### src/rtl/fwd_scoreboard.sv
// Register scoreboard for the EX stage: tracks in-flight producer latency per register,
// raises a stall on unresolved RAW hazards and selects MEM/WB forwarding per source.
module fwd_scoreboard #(
  parameter int NUM_SRC = 2,
  parameter int REG_AW  = 5,
  parameter int MAX_LAT = 4
) (
  input  logic                          clk,
  input  logic                          rst_n,
  input  logic                          issue_valid,
  input  logic [REG_AW-1:0]             issue_rd,
  input  logic                          issue_regwrite,
  input  logic [$clog2(MAX_LAT+1)-1:0]  issue_lat,
  input  logic [NUM_SRC*REG_AW-1:0]     ex_rs,
  input  logic [REG_AW-1:0]             mem_rd,
  input  logic                          mem_regwrite,
  input  logic [REG_AW-1:0]             wb_rd,
  input  logic                          wb_regwrite,
  input  logic                          flush,
  output logic [2*NUM_SRC-1:0]          fwd_sel,
  output logic                          stall,
  output logic [REG_AW:0]               pending_cnt,
  output logic [15:0]                   stall_cycles
);

  localparam int LAT_W = $clog2(MAX_LAT + 1);
  localparam int NREG  = 2 ** REG_AW;
  localparam logic [LAT_W-1:0]  LAT_ONE  = LAT_W'(1);
  localparam logic [LAT_W-1:0]  LAT_MAX  = LAT_W'(MAX_LAT);
  localparam logic [REG_AW:0]   PEND_ONE = (REG_AW+1)'(1);

  logic [LAT_W-1:0]  r_cnt [NREG];
  logic [LAT_W-1:0]  w_cntNext [NREG];
  logic [REG_AW-1:0] w_rs [NUM_SRC];
  logic [LAT_W-1:0]  w_latEff;
  logic [NUM_SRC-1:0] w_hazard;
  logic [2*NUM_SRC-1:0] w_fwdSel;
  logic              w_stall;
  logic              w_accept;
  logic              w_load;
  logic [REG_AW:0]   w_pendNext;
  logic [REG_AW:0]   r_pendCnt;
  logic [15:0]       r_stallCycles;

  // Zero latency still occupies one cycle; anything beyond the pipeline depth is clamped.
  always_comb begin
    w_latEff = issue_lat;
    if (issue_lat == '0) begin
      w_latEff = LAT_ONE;
    end else if (issue_lat > LAT_MAX) begin
      w_latEff = LAT_MAX;
    end
  end

  always_comb begin
    for (int i = 0; i < NUM_SRC; i++) begin
      w_rs[i] = ex_rs[i*REG_AW +: REG_AW];
    end
  end

  // A counter of 1 means the result is in MEM next cycle and can be forwarded, so no stall.
  always_comb begin
    w_hazard = '0;
    w_fwdSel = '0;
    for (int i = 0; i < NUM_SRC; i++) begin
      w_hazard[i] = (w_rs[i] != '0) && (r_cnt[w_rs[i]] > LAT_ONE);
      if (rst_n) begin
        if (mem_regwrite && (mem_rd != '0) && (mem_rd == w_rs[i])) begin
          w_fwdSel[2*i +: 2] = 2'b10;
        end else if (wb_regwrite && (wb_rd != '0) && (wb_rd == w_rs[i])) begin
          w_fwdSel[2*i +: 2] = 2'b01;
        end
      end
    end
  end

  always_comb begin
    w_stall  = rst_n && !flush && issue_valid && (|w_hazard);
    w_accept = issue_valid && !w_stall && !flush;
    w_load   = w_accept && issue_regwrite && (issue_rd != '0);
  end

  // Flush wins over load, and a load to a register wins over its own decrement.
  always_comb begin
    for (int r = 0; r < NREG; r++) begin
      w_cntNext[r] = '0;
      if (!flush && (r != 0)) begin
        if (w_load && (issue_rd == REG_AW'(r))) begin
          w_cntNext[r] = w_latEff;
        end else if (r_cnt[r] != '0) begin
          w_cntNext[r] = r_cnt[r] - LAT_ONE;
        end
      end
    end
  end

  always_comb begin
    w_pendNext = '0;
    for (int r = 1; r < NREG; r++) begin
      if (w_cntNext[r] != '0) begin
        w_pendNext = w_pendNext + PEND_ONE;
      end
    end
  end

  always_ff @(posedge clk or negedge rst_n) begin
    if (!rst_n) begin
      for (int r = 0; r < NREG; r++) begin
        r_cnt[r] <= '0;
      end
      r_pendCnt     <= '0;
      r_stallCycles <= '0;
    end else begin
      for (int r = 0; r < NREG; r++) begin
        r_cnt[r] <= w_cntNext[r];
      end
      r_pendCnt <= w_pendNext;
      if (w_stall && (r_stallCycles != 16'hFFFF)) begin
        r_stallCycles <= r_stallCycles + 16'd1;
      end
    end
  end

  assign fwd_sel      = w_fwdSel;
  assign stall        = w_stall;
  assign pending_cnt  = r_pendCnt;
  assign stall_cycles = r_stallCycles;

endmodule

### config.mk
export PLATFORM = sky130hd
export DESIGN_NAME = fwd_scoreboard
export DESIGN_NICKNAME = d
export VERILOG_FILES = /design/src/rtl/fwd_scoreboard.sv
export SDC_FILE = /design/constraint.sdc
export NUM_CORES = 1
export LEC_CHECK = 0
export BUFFER_PORTS_ARGS = -buffer_cell sky130_fd_sc_hd__buf_2
export CORE_MARGIN = 2
export CORE_UTILIZATION = 45
export CTS_CLUSTER_SIZE = 24
export DETAILED_ROUTE_END_ITERATION = 6
export PLACE_DENSITY = 0.72
export SLEW_MARGIN = 15
export SYNTH_ARGS = -nofsm -noshare
export SYNTH_HDL_FRONTEND = slang
export SYNTH_SLANG_ARGS = --single-unit
### constraint.sdc
create_clock -name clk -period 31.7 [get_ports clk]
set_clock_uncertainty 0.1 [all_clocks]
set_input_delay 3.17 -clock clk [delete_from_list [all_inputs] [get_ports clk]]
set_output_delay 3.17 -clock clk [all_outputs]
set_load 0.03 [all_outputs]
==> results.sh <==
export IMPL_die_area_sq_um=28440
export IMPL_worst_endpoint_arrival_ns=25.80
export IMPL_post_place_cells=1834
export IMPL_max_freq_ghz=0.03907
export IMPL_grt_usage_pct=22.79
export IMPL_die_w_um=168.6
export IMPL_netlist_instances=1470
export IMPL_holdCritPathClass="reg -> reg"
export IMPL_dp_slack_ns=6.012
export IMPL_yosysWarnings=0
export IMPL_grt_pass1_vias=10410
export IMPL_cpPeakStageDelay_ns=0.54
export IMPL_cpMaxStageDelayCell="and4_1"
export IMPL_clk_latency_ns=0.43
export IMPL_area_delta_synth_final_pct=8.401
export IMPL_clkTransAtPathRegs_ns=0.06
export IMPL_yosysTopAreaCellShare_pct=23.59
export IMPL_worst_path_most_repeated_cell="ha_1"
export IMPL_grt_max_degree=68
export IMPL_drive_gt1_share_pct=12.72
export IMPL_cap_violations=0
export IMPL_worstSetupPathType="in -> reg"
export IMPL_leakage_nw=6.138
export IMPL_top_level_ports=62
export IMPL_worstReg2RegEnd="pending_cnt[5]$_DFF_PN0_"
export IMPL_setup_viol=0
export IMPL_hold_viol_final=0
export IMPL_final_common_cell="nor2_1"
export IMPL_slew_headroom_pct=28.67
export IMPL_endpoint_kind="flip-flop"
export IMPL_seq_area_frac_synth_pct=23.59
export IMPL_firstDrtPassIters=6
export IMPL_clk_path_buf_depth=2
export IMPL_finalCritPeriodShare_pct=80.74
export IMPL_synth_edff_count=0
export IMPL_cp_max_fo=28
export IMPL_worst_slew_pin_slew_ns=1.070
export IMPL_start_util_pct=45.51
export IMPL_hpwl_mm=23.65
export IMPL_syn_num_nets=1598
export IMPL_coreArea_sq_um=26800
export IMPL_synthArstFlopShare_pct=100.0
export IMPL_crit_path_start_kind="primary input"
export IMPL_critPathLaunch="ex_rs[0]"
export IMPL_rsz0062_at_grt="no"
export IMPL_vias_per_cell=5.801
export IMPL_htree_levels=4
export IMPL_routabilityCongestion=0.9581
export IMPL_worst_r2r_setup_slack_ns=8.67
export IMPL_vias=10830
export IMPL_cp_required_ns=31.91
export IMPL_nNetsFinal=1640
export IMPL_cts_tree="built"
export IMPL_layout_cells_non_filler=1867
export IMPL_r2r_cells=105
export IMPL_rows=60
export IMPL_die_y_um=168.6
export IMPL_grt_pass1_wl_mm=52.45
export IMPL_fin_tns_setup_ns=0
export IMPL_cts_resized=0
export IMPL_hp_start="stall_cycles[10]$_DFFE_PN0P_"
export IMPL_dr_first_iter_drc_count=756
export IMPL_drc=0
export IMPL_yosysUniqueCellTypes=116
export IMPL_synth_ff_type="dfrtp_1"
export IMPL_layout_common_cells="196 x nor2_1, 129 x nand2_1, 115 x dfrtp_1"
export IMPL_wire_per_inst_um=17.02
export IMPL_hold_path_endpoint="stall_cycles[10]$_DFFE_PN0P_"
export IMPL_portBuffers=61
export IMPL_status="complete, no violations"
export IMPL_rr_startpoint="r_cnt[31]$_DFF_PN0_"
export IMPL_whs_path_depth=1
export IMPL_timing_hold_ws_ns=0.3805
export IMPL_antenna_found_initial=1
export IMPL_ys_ff_latch=115
export IMPL_ir_drop_uv=38.16
export IMPL_utilization_pct=49.33
export IMPL_cts_hold_fix_buffers=0
export IMPL_synth_top_area_cell="dfrtp_1"
export IMPL_post_cts_setup_buffer_count=0
export IMPL_overflow=0
export IMPL_worst_slack_ns=6.106
export IMPL_root_buffer="clkbuf_16"
export IMPL_wirelength_mm=31.78
export IMPL_ant_nets=0
export IMPL_maxSlewViolCount=0
export IMPL_p_per_area_nw_per_um2=30.74
export IMPL_synthesis_area_sq_um=12200
export IMPL_cts_inserted_buffers=17
export IMPL_ys_top_cells_by_area="dfrtp_1 24%, ha_1 9.5%, nor2_1 6.0%"
export IMPL_syn_area_per_cell_sq_um=8.297
export IMPL_cts_sinks=115
export IMPL_min_period_ns=25.59
## layout make-up
type	count	area, sq um
diodes	1	2.502
clock inverters	12	125.1
multi-input cells	1207	8567
inverters	96	360.3
well taps	341	426.7
repair buffers	75	415.4
fillers	2480	13580
flip-flops and latches	115	2878
clock buffers	20	446.7
## registers in the layout, indices dropped and copies added, names as in the netlist
register	count
pending_cnt	6
r_cnt	93
stall_cycles	16
## worst max-delay path by stage
stage,end,slack (ns)
floorplan,pending_cnt[4]$_DFF_PN0_,8.34
global placement,pending_cnt[4]$_DFF_PN0_,6.81
detailed placement,pending_cnt[5]$_DFF_PN0_,6.01
CTS,pending_cnt[5]$_DFF_PN0_,6.28
global route,pending_cnt[5]$_DFF_PN0_,4.46
finish,pending_cnt[5]$_DFF_PN0_,6.11
## critical path, delay by kind of cell
kind	cells	cell delay, ns
mux	8	2.32
simple gates	36	5.46
xor+xnor	2	0.58
fa+ha+maj	28	8.39
compound gates	24	4.77
buf+inv	8	1.02
## metrics by stage
stage          area, sq um  power (mW)
3_3_place_gp         12650      0.2181
6_report             13220      0.4064
3_5_place_dp         12650      0.2199
4_1_cts              13220      0.4084
5_1_grt              13220      0.4235
2_1_floorplan        12200      0.2029
## cell families after synthesis
group	Yosys count	share of synthesized area (%)
muxes	69	6.391
and+or+nand+nor	595	24.10
xor gates and xnor gates	150	13.25
buffers and inverters	148	6.196
DFF	115	23.59
adders and majority gates	94	9.623
AOI/OAI and AO/OA	299	16.84
## layer usage
layer | vias to the layer above | wire, um | GRT usage [%]
met5 | - | 0 | 0
met4 | 0 | 959 | 8.246
met3 | 68 | 1907 | 4.513
met2 | 323 | 15220 | 38.99
met1 | 5193 | 13700 | 28.64
li1 | 5246 | - | -
## cells in the mapped netlist (8+ instances only)
master and count:
or2_2 12, o211ai_1 10, a211oi_1 36, buf_6 8, o21ai_0 38, xnor2_1 84, mux2i_1 52, and3_1 8
clkbuf_1 24, nor3_1 52, dfrtp_1 115, xor2_1 41, inv_1 93, and2_1 24, nand3_1 28, a21oi_1 107
or3_1 18, nand2_1 129, nand4_1 17, a31oi_1 11, nor4_1 15, nor3b_1 17, nor2_1 196, xnor3_1 8
ha_1 93, mux2_2 11, nand2b_1 21, nor2b_1 13
## report_power, final
part           internal [mW]  total [mW]  switching (mW)
combinational         0.0217      0.0651          0.0434
sequential             0.150       0.153         0.00326
clock                  0.111       0.188          0.0770
Power figures use the tool's default switching activity.
